==> src/rtl/fifo_ptr_pkg.sv <==
// Gray/binary pointer helpers shared by the read- and write-side FIFO pointer controllers.
// Functions work on a max-width vector; callers zero-extend narrower pointers and truncate results.
package fifo_ptr_pkg;

    localparam int PTR_W_MAX = 15;

    typedef logic [PTR_W_MAX:0] ptr_max_t;

    function automatic ptr_max_t bin2gray(input ptr_max_t b);
        return b ^ (b >> 1);
    endfunction

    // Each binary bit is the XOR of all Gray bits at or above it.
    function automatic ptr_max_t gray2bin(input ptr_max_t g);
        ptr_max_t b;
        b = g;
        for (int i = 1; i <= PTR_W_MAX; i++) begin
            b = b ^ (g >> i);
        end
        return b;
    endfunction

endpackage

==> src/rtl/rptr_ctrl_sync_if.sv <==
// Read-side FIFO pointer controller bundle: consumer/write-domain inputs and pointer/status outputs.
// master = consumer side driving requests, slave = the pointer controller.
interface rptr_ctrl_sync_if #(
    parameter int PTR_W = 3
);
    logic             r_en;
    logic [PTR_W:0]   g_wptr_async;
    logic [PTR_W:0]   ae_thresh;
    logic             clr_underflow;
    logic [PTR_W-1:0] raddr;
    logic [PTR_W:0]   b_rptr;
    logic [PTR_W:0]   g_rptr;
    logic             empty;
    logic             almost_empty;
    logic [PTR_W:0]   rcount;
    logic             underflow;

    modport master (
        output r_en, g_wptr_async, ae_thresh, clr_underflow,
        input  raddr, b_rptr, g_rptr, empty, almost_empty, rcount, underflow
    );

    modport slave (
        input  r_en, g_wptr_async, ae_thresh, clr_underflow,
        output raddr, b_rptr, g_rptr, empty, almost_empty, rcount, underflow
    );

endinterface

==> src/rtl/sync_ff_chain.sv <==
// Vector flop synchroniser, STAGES deep, synchronous active-high reset to zero.
// Latency STAGES edges; no backpressure (free-running sampler).
module sync_ff_chain #(
    parameter int WIDTH  = 4,
    parameter int STAGES = 2
) (
    input  logic             clk,
    input  logic             rst,
    input  logic [WIDTH-1:0] d,
    output logic [WIDTH-1:0] q
);

    logic [WIDTH-1:0] stage [STAGES];

    always_ff @(posedge clk) begin
        if (rst) begin
            for (int i = 0; i < STAGES; i++) begin
                stage[i] <= '0;
            end
        end else begin
            stage[0] <= d;
            for (int i = 1; i < STAGES; i++) begin
                stage[i] <= stage[i-1];
            end
        end
    end

    assign q = stage[STAGES-1];

endmodule

==> src/rtl/rptr_ctrl_sync.sv <==
// Async FIFO read-side pointer controller: write-pointer sync, registered empty/count/almost-empty, sticky underflow.
// Reads update status at the same edge as the pointer; writes visible SYNC_STAGES+1 edges later; reads while empty are dropped.
module rptr_ctrl_sync
    import fifo_ptr_pkg::*;
#(
    parameter int PTR_W       = 3,
    parameter int SYNC_STAGES = 2
) (
    input logic              rclk,
    input logic              rrst,
    rptr_ctrl_sync_if.slave  rif
);

    localparam int PW1   = PTR_W + 1;
    localparam int DEPTH = 2 ** PTR_W;

    logic [PTR_W:0] g_wptr_sync;
    logic [PTR_W:0] b_wptr_sync;
    logic [PTR_W:0] b_rptr_q;
    logic [PTR_W:0] g_rptr_q;
    logic [PTR_W:0] rcount_q;
    logic           empty_q;
    logic           almost_empty_q;
    logic           underflow_q;

    logic           rd_fire;
    logic [PTR_W:0] b_rptr_next;
    logic [PTR_W:0] g_rptr_next;
    logic [PTR_W:0] rcount_next;
    logic           empty_next;
    logic           almost_empty_next;
    logic           underflow_next;

    sync_ff_chain #(
        .WIDTH  (PW1),
        .STAGES (SYNC_STAGES)
    ) u_wptr_sync (
        .clk (rclk),
        .rst (rrst),
        .d   (rif.g_wptr_async),
        .q   (g_wptr_sync)
    );

    always_comb begin
        b_wptr_sync = PW1'(gray2bin(ptr_max_t'(g_wptr_sync)));
        rd_fire     = rif.r_en && !empty_q;
        b_rptr_next = b_rptr_q + {{PTR_W{1'b0}}, rd_fire};
        g_rptr_next = PW1'(bin2gray(ptr_max_t'(b_rptr_next)));
        // Count uses the freshly synchronised write pointer and the post-read pointer together.
        rcount_next       = b_wptr_sync - b_rptr_next;
        empty_next        = (g_rptr_next == g_wptr_sync);
        almost_empty_next = (rcount_next <= rif.ae_thresh);
        // A new underflow wins over a same-cycle clear.
        if (rif.r_en && empty_q) begin
            underflow_next = 1'b1;
        end else if (rif.clr_underflow) begin
            underflow_next = 1'b0;
        end else begin
            underflow_next = underflow_q;
        end
    end

    always_ff @(posedge rclk) begin
        if (rrst) begin
            b_rptr_q       <= '0;
            g_rptr_q       <= '0;
            rcount_q       <= '0;
            empty_q        <= 1'b1;
            almost_empty_q <= 1'b1;
            underflow_q    <= 1'b0;
        end else begin
            b_rptr_q       <= b_rptr_next;
            g_rptr_q       <= g_rptr_next;
            rcount_q       <= rcount_next;
            empty_q        <= empty_next;
            almost_empty_q <= almost_empty_next;
            underflow_q    <= underflow_next;
        end
    end

    always_ff @(posedge rclk) begin
        if (!rrst) begin
            assert (32'(rcount_q) <= DEPTH);
        end
    end

    assign rif.raddr        = b_rptr_q[PTR_W-1:0];
    assign rif.b_rptr       = b_rptr_q;
    assign rif.g_rptr       = g_rptr_q;
    assign rif.rcount       = rcount_q;
    assign rif.empty        = empty_q;
    assign rif.almost_empty = almost_empty_q;
    assign rif.underflow    = underflow_q;

endmodule

==> src/flat_wrapper.sv <==
// flat-port wrapper written by rule: the top's interface ports become plain ports
module rptr_ctrl_sync_flat import fifo_ptr_pkg::*;
#(
    parameter int PTR_W       = 3,
    parameter int SYNC_STAGES = 2
)
  (rclk, rrst, rif_r_en, rif_g_wptr_async, rif_ae_thresh, rif_clr_underflow, rif_raddr, rif_b_rptr, rif_g_rptr, rif_empty, rif_almost_empty, rif_rcount, rif_underflow);
  rptr_ctrl_sync_if #(.PTR_W(PTR_W)) rif_i ();
  input logic rclk;
  input logic rrst;
  input wire logic [$bits(rif_i.r_en)-1:0] rif_r_en;
  input wire logic [$bits(rif_i.g_wptr_async)-1:0] rif_g_wptr_async;
  input wire logic [$bits(rif_i.ae_thresh)-1:0] rif_ae_thresh;
  input wire logic [$bits(rif_i.clr_underflow)-1:0] rif_clr_underflow;
  output wire logic [$bits(rif_i.raddr)-1:0] rif_raddr;
  output wire logic [$bits(rif_i.b_rptr)-1:0] rif_b_rptr;
  output wire logic [$bits(rif_i.g_rptr)-1:0] rif_g_rptr;
  output wire logic [$bits(rif_i.empty)-1:0] rif_empty;
  output wire logic [$bits(rif_i.almost_empty)-1:0] rif_almost_empty;
  output wire logic [$bits(rif_i.rcount)-1:0] rif_rcount;
  output wire logic [$bits(rif_i.underflow)-1:0] rif_underflow;
  assign rif_i.r_en = rif_r_en;
  assign rif_i.g_wptr_async = rif_g_wptr_async;
  assign rif_i.ae_thresh = rif_ae_thresh;
  assign rif_i.clr_underflow = rif_clr_underflow;
  assign rif_raddr = rif_i.raddr;
  assign rif_b_rptr = rif_i.b_rptr;
  assign rif_g_rptr = rif_i.g_rptr;
  assign rif_empty = rif_i.empty;
  assign rif_almost_empty = rif_i.almost_empty;
  assign rif_rcount = rif_i.rcount;
  assign rif_underflow = rif_i.underflow;
  rptr_ctrl_sync #(.PTR_W(PTR_W), .SYNC_STAGES(SYNC_STAGES)) u_core (.rclk(rclk), .rrst(rrst), .rif(rif_i));
endmodule
==> config.mk <==
export PLATFORM = sky130hd
export DESIGN_NAME = rptr_ctrl_sync_flat
export DESIGN_NICKNAME = d
export VERILOG_FILES = /design/src/rtl/fifo_ptr_pkg.sv /design/src/rtl/rptr_ctrl_sync_if.sv /design/src/rtl/sync_ff_chain.sv /design/src/rtl/rptr_ctrl_sync.sv /design/src/flat_wrapper.sv
export SDC_FILE = /design/constraint.sdc
export NUM_CORES = 1
export LEC_CHECK = 0
export CORE_MARGIN = 5
export CORE_UTILIZATION = 45
export CTS_CLUSTER_DIAMETER = 200
export DETAILED_ROUTE_END_ITERATION = 10
export PLACE_DENSITY = 0.75
export SETUP_SLACK_MARGIN = 0.02
export SLEW_MARGIN = 0
export SYNTH_ARGS = -nofsm -noshare
export SYNTH_HDL_FRONTEND = slang
export SYNTH_SLANG_ARGS = --single-unit
==> constraint.sdc <==
create_clock -name rclk -period 7.11 [get_ports rclk]
set_input_delay 0.711 -clock rclk [delete_from_list [all_inputs] [get_ports rclk]]
set_output_delay 0.711 -clock rclk [all_outputs]
set_load 0.02 [all_outputs]
# --- Yosys cells after proc, flatten, opt, wreduce, memory -nomap -nowiden ---
# Memories as Yosys holds them, arrays and structs flattened.
# Cells that the tools add are included.
totals:
  mem_bits_rw: 8
  ff_bits: 15
  mem_count: 1
  elab_cells: 28
op_classes:
  magnitude_cmp: 1
  bitwise_logic: 6
  reduce_logical: 4
  addsub: 2
  eq_ne: 1
  muxes: 7
mem_list:
  columns: ["memory", "depth", "width", "read_ports", "rd_clocked_by_memory_dff", "wr", "line", "rtl"]
  rows:
  - ["u_core.u_wptr_sync.stage", 2, 4, 2, 0, 2, "sync_ff_chain.sv:13", "logic [WIDTH-1:0] stage [STAGES];"]
op_table:
  columns: ["op", "n"]
  rows:
  - ["$mux 4", 2]
  - ["$xor 4x3->4", 2]
  - ["$mux 1", 5]
  - ["$add 4x1->4", 1]
  - ["$eq 4x4->1", 1]
  - ["$le 4x4->1", 1]
  - ["$sub 4x4->4", 1]
  - ["$xor 4x1->4", 1]
  - ["$xor 4x2->4", 1]
  - ["$logic_and 1x1->1", 2]
  - ["$or 1x1->1", 2]
  - ["$reduce_bool 2->1", 1]
  - ["$logic_not 1->1", 1]

# --- Depth between registers and ports, before layout ---
depth:
  word_depth: 5
  depth_mapped: 11

# --- Hierarchy ---
# A second synthesis with hierarchy kept.
unflattened:
  hier_cells: 103
  hier_area_um2: 1029.7
by_module_without_submodules:
  columns: ["module", "n_inst", "seq_area_each_um2", "area_per_inst_um2", "cells_per_inst"]
  rows:
  - ["rptr_ctrl_sync", 1, 280.3, 789.5, 83]
  - ["sync_ff_chain", 1, 160.2, 240.2, 20]

# --- Worst setup path after synthesis ---
# No wires, ideal clock.
synth_path:
  path_kind: "input to register"
  start: "in rif_r_en"
  end: "reg u_core.almost_empty_q (netlist: u_core.rif.almost_empty)"
  arrival_time_ps: 2879
  setup_slack_ps: 4105
  path_buffers: 0
  cell_stages: 11
  setup_time_ps: 126
  path_cell_list: "nor2b_1 ha_1 ha_1 inv_1 ha_1 a21o_1 a21oi_1 xnor3_1 ha_1 a41oi_1 o21ai_0"
synth_via:
  elab_chain_len: 4
synth_lines:
  columns: ["item", "line", "rtl"]
  rows:
  - ["start, declared", "flat_wrapper.sv:11", "input wire logic [$bits(rif_i.r_en)-1:0] rif_r_en;"]
  - ["$logic_and 1x1->1", "rptr_ctrl_sync.sv:46", "rd_fire = rif.r_en && !empty_q;"]
  - ["$add 4x1->4", "rptr_ctrl_sync.sv:47", "b_rptr_next = b_rptr_q + {{PTR_W{1'b0}}, rd_fire};"]
  - ["net u_core.b_rptr_next[1]", "rptr_ctrl_sync.sv:27", "logic [PTR_W:0] b_rptr_next;"]
  - ["$sub 4x4->4", "rptr_ctrl_sync.sv:50", "rcount_next = b_wptr_sync - b_rptr_next;"]
  - ["net u_core.rcount_next[3]", "rptr_ctrl_sync.sv:29", "logic [PTR_W:0] rcount_next;"]
  - ["$le 4x4->1", "rptr_ctrl_sync.sv:52", "almost_empty_next = (rcount_next <= rif.ae_thresh);"]
  - ["end signal, assigned", "rptr_ctrl_sync.sv:76", "almost_empty_q <= almost_empty_next;"]
  - ["end, declared", "rptr_ctrl_sync.sv:23", "logic almost_empty_q;"]
# The timed path passes the listed nets, and every way through them passes these cells.
# A chain may end at the register's enable or synchronous reset.

# --- Final worst setup path ---
# Same ends and word-level chain as after synthesis.

==> metrics.cfg <==
[run_status]
outcome=complete, no violations

[global_route]
antenna_found_initial=0
grt_overflow=0
track_usage=0.105
grt_max_degree=23
grt_first_pass_wirelength_um=2670
grt_pass1_vias=683

[pwr]
p_leak_nw=0.579
pwr-share-seq=0.502
power_density_mw_per_mm2=205
internal-power_mw=0.197
p_sw_mw=0.0762
p_clk_frac=0.197
sw_frac_of_total=0.279
power_mw=0.273
peakVddDrop_v=0.000128
p_comb_frac=0.300

[timing]
worst_slew_pin_slew_ns=0.781
fin_crit_sh=0.461
report.final.hold_viol_count=0
drv_slew=0
setup_ws_ns=3.83
max_freq_mhz=305
min_period_ns=3.28
fin_skew_ns=0.00398
tns_ns=0
relSlewSlack=0.478
setup_viol=0
rsz0062_at_grt=no

[logic_synthesis]
synth_seq_cells=22
synth_top_cell_by_area=dfxtp_1
synth_compound_area_frac=0.0637
synthTopCellsByArea=dfxtp_1 (43%), ha_1 (11%), nor2b_1 (7.4%)
synthMuxAreaShare=0
synthAdderAreaFrac=0.130
synth_top_family_by_area=simple AND/OR/NAND/NOR gates
yosys_warnings=0
synth-xor-area-share=0.138
yosys.area_share.simple=0.168
ys_types=27
yosysTopAreaCellShare=0.431
synth_fp_nets=121
synth_area_mm2=0.00102
syn_area_per_cell_um2=10.3
yosysSeqAreaShare=0.431
syn_inst=99

[placed_design]
gp_congestion=0.786
place.detailed.hpwl_um=1370
io_buffers=29
pre_cts_ws_ns=3.50

[route]
drt-vias-per-instance=4.68
wl_per_cell_um=10.9
ant_nets=0
first_pass_iters=3
route.detailed.drc=0
routed_wl_um=1670
initialDrtViolationCount=2
vias=716

[worst_setup_path]
worstPathRequired_ns=7.30
critPathLaunchType=primary input
cp_max_fo=6
cp.arrival_ns=3.46
worstSetupEndpointType=register
critPathKind=in2reg

[cells_and_area]
nets=149
antennaDiodeCount=0
drive_above_1_share=0.0720
layout_common_cells=clkdlybuf4s50_1 (29), dfxtp_1 (22), nor2b_1 (12)
final_common_cell=clkdlybuf4s50_1
syn2layout_area_growth_pct=30.4

[floorplanning]
fp.dieH_um=57.6
num_io_pins=30
dieWidth_um=57.6
rows=17
die_area_mm2=0.00332
core_area_mm2=0.00219
start_util=0.466

[clock_tree]
clk_pin_slew_ns=0.11
cts_hold_buf=0
cts_resized=0
cts-buffers-inserted=3
clk_latency_ns=0.30
cts_tree=done
h-tree-depth=1
cts_sinks=22
cts_root_buffer=clkbuf_4
post_cts_buffers=0
clk_path_buf_depth=2

[flow_run]
drv_cap=0

[worst_hold_path]
hold_path_class=reg2reg

cells in the mapped netlist:
library cell / n
xor2_1: 3
clkbuf_1: 2
dfxtp_1: 22
xnor3_1: 1
buf_4: 4
a41oi_1: 1
nor2b_1: 12
nor2_1: 9
and3_1: 1
nor2b_4: 1
o21a_1: 2
xor2_2: 2
ha_1: 9
xnor2_1: 5
inv_4: 1
fa_1: 1
nor3_1: 3
a21o_1: 1
a31oi_1: 1
nand2_1: 3
inv_1: 7
o21bai_1: 1
a21oi_1: 3
xnor2_2: 1
o21ai_0: 1
nand3_2: 1
nand2b_1: 1
stage by stage:
| step | hold slack, ns | utilization | cell area [um^2] | std cells |
|---|---|---|---|---|
| after floorplan | 0.414 | - | 1020 | 99 |
| after CTS | 0.451 | 0.608 | 1330 | 153 |
| after global placement | 0.419 | 0.597 | 1310 | 150 |
| final | 0.445 | 0.608 | 1330 | 153 |
| after global routing | 0.460 | 0.608 | 1330 | 153 |
| after detailed placement | 0.425 | 0.597 | 1310 | 150 |
registers in the layout, summed over array words and instances, names as in the netlist:
| signal | flops |
|---|---|
| u_core.u_wptr_sync.stage | 8 |
| u_core.rif.b_rptr | 4 |
| u_core.rif.rcount | 4 |
| u_core.rif.g_rptr | 3 |
| u_core.rif.almost_empty | 1 |
| u_core.rif.empty | 1 |
| u_core.rif.underflow | 1 |
worst paths after layout:
check / from / depth (start not counted) / endpoint / slack (ns)
worst min-delay path: u_core.u_wptr_sync.stage[0][2]$_SDFF_PP0_ / 1 / u_core.u_wptr_sync.stage[0][6]$_SDFF_PP0_ / 0.44
worst min register to register: u_core.u_wptr_sync.stage[0][2]$_SDFF_PP0_ / 1 / u_core.u_wptr_sync.stage[0][6]$_SDFF_PP0_ / 0.44
worst max-delay path: rif_r_en / 12 / u_core.rif.almost_empty$_SDFF_PP1_ / 3.83
worst max register to register: u_core.u_wptr_sync.stage[0][7]$_SDFF_PP0_ / 11 / u_core.rif.almost_empty$_SDFF_PP1_ / 4.34
power by group through the flow:
stage | clock network, mW | registers [mW] | logic [mW]
6_report | 0.0539 | 0.137 | 0.0821
5_1_grt | 0.0615 | 0.139 | 0.0900
4_1_cts | 0.0567 | 0.138 | 0.0836
3_5_place_dp | 0 | 0.140 | 0.0831
3_3_place_gp | 0 | 0.140 | 0.0815
2_1_floorplan | 0 | 0.150 | 0.0425
cell type report:
type | count | area [um^2]
fill | 199 | 860
multi-input combinational | 63 | 510
sequential | 22 | 440
timing repair buffer | 29 | 290
tap | 28 | 35.0
inverter | 8 | 32.5
clock buffer | 3 | 22.5
logic make-up after synthesis:
group,Yosys count
AO/OA/AOI/OAI,10
XOR/XNOR,12
adder cells (fa/ha/maj),10
buffers and inverters,14
flip-flops,22
AND/OR/NAND/NOR,31
per-layer routing:
layer | part of all wire | track usage | vias up
met1 | 0.40 | 0.0968 | 325
met3 | 0.086 | 0.0334 | 2
met4 | 0.011 | 0.0596 | 0
met5 | 0 | 0 | -
met2 | 0.50 | 0.200 | 23
li1 | - | - | 366
worst max-delay path, stage by stage:
cell	delay [ns]
clkdlybuf4s50_1	0.41
nor2b_1	0.14
ha_1	0.21
ha_1	0.41
inv_1	0.11
ha_1	0.29
a21o_1	0.15
a21oi_1	0.16
xnor3_1	0.25
ha_1	0.31
a41oi_1	0.20
o21ai_0	0.11
No activity file was read; power rests on OpenSTA's default activity.
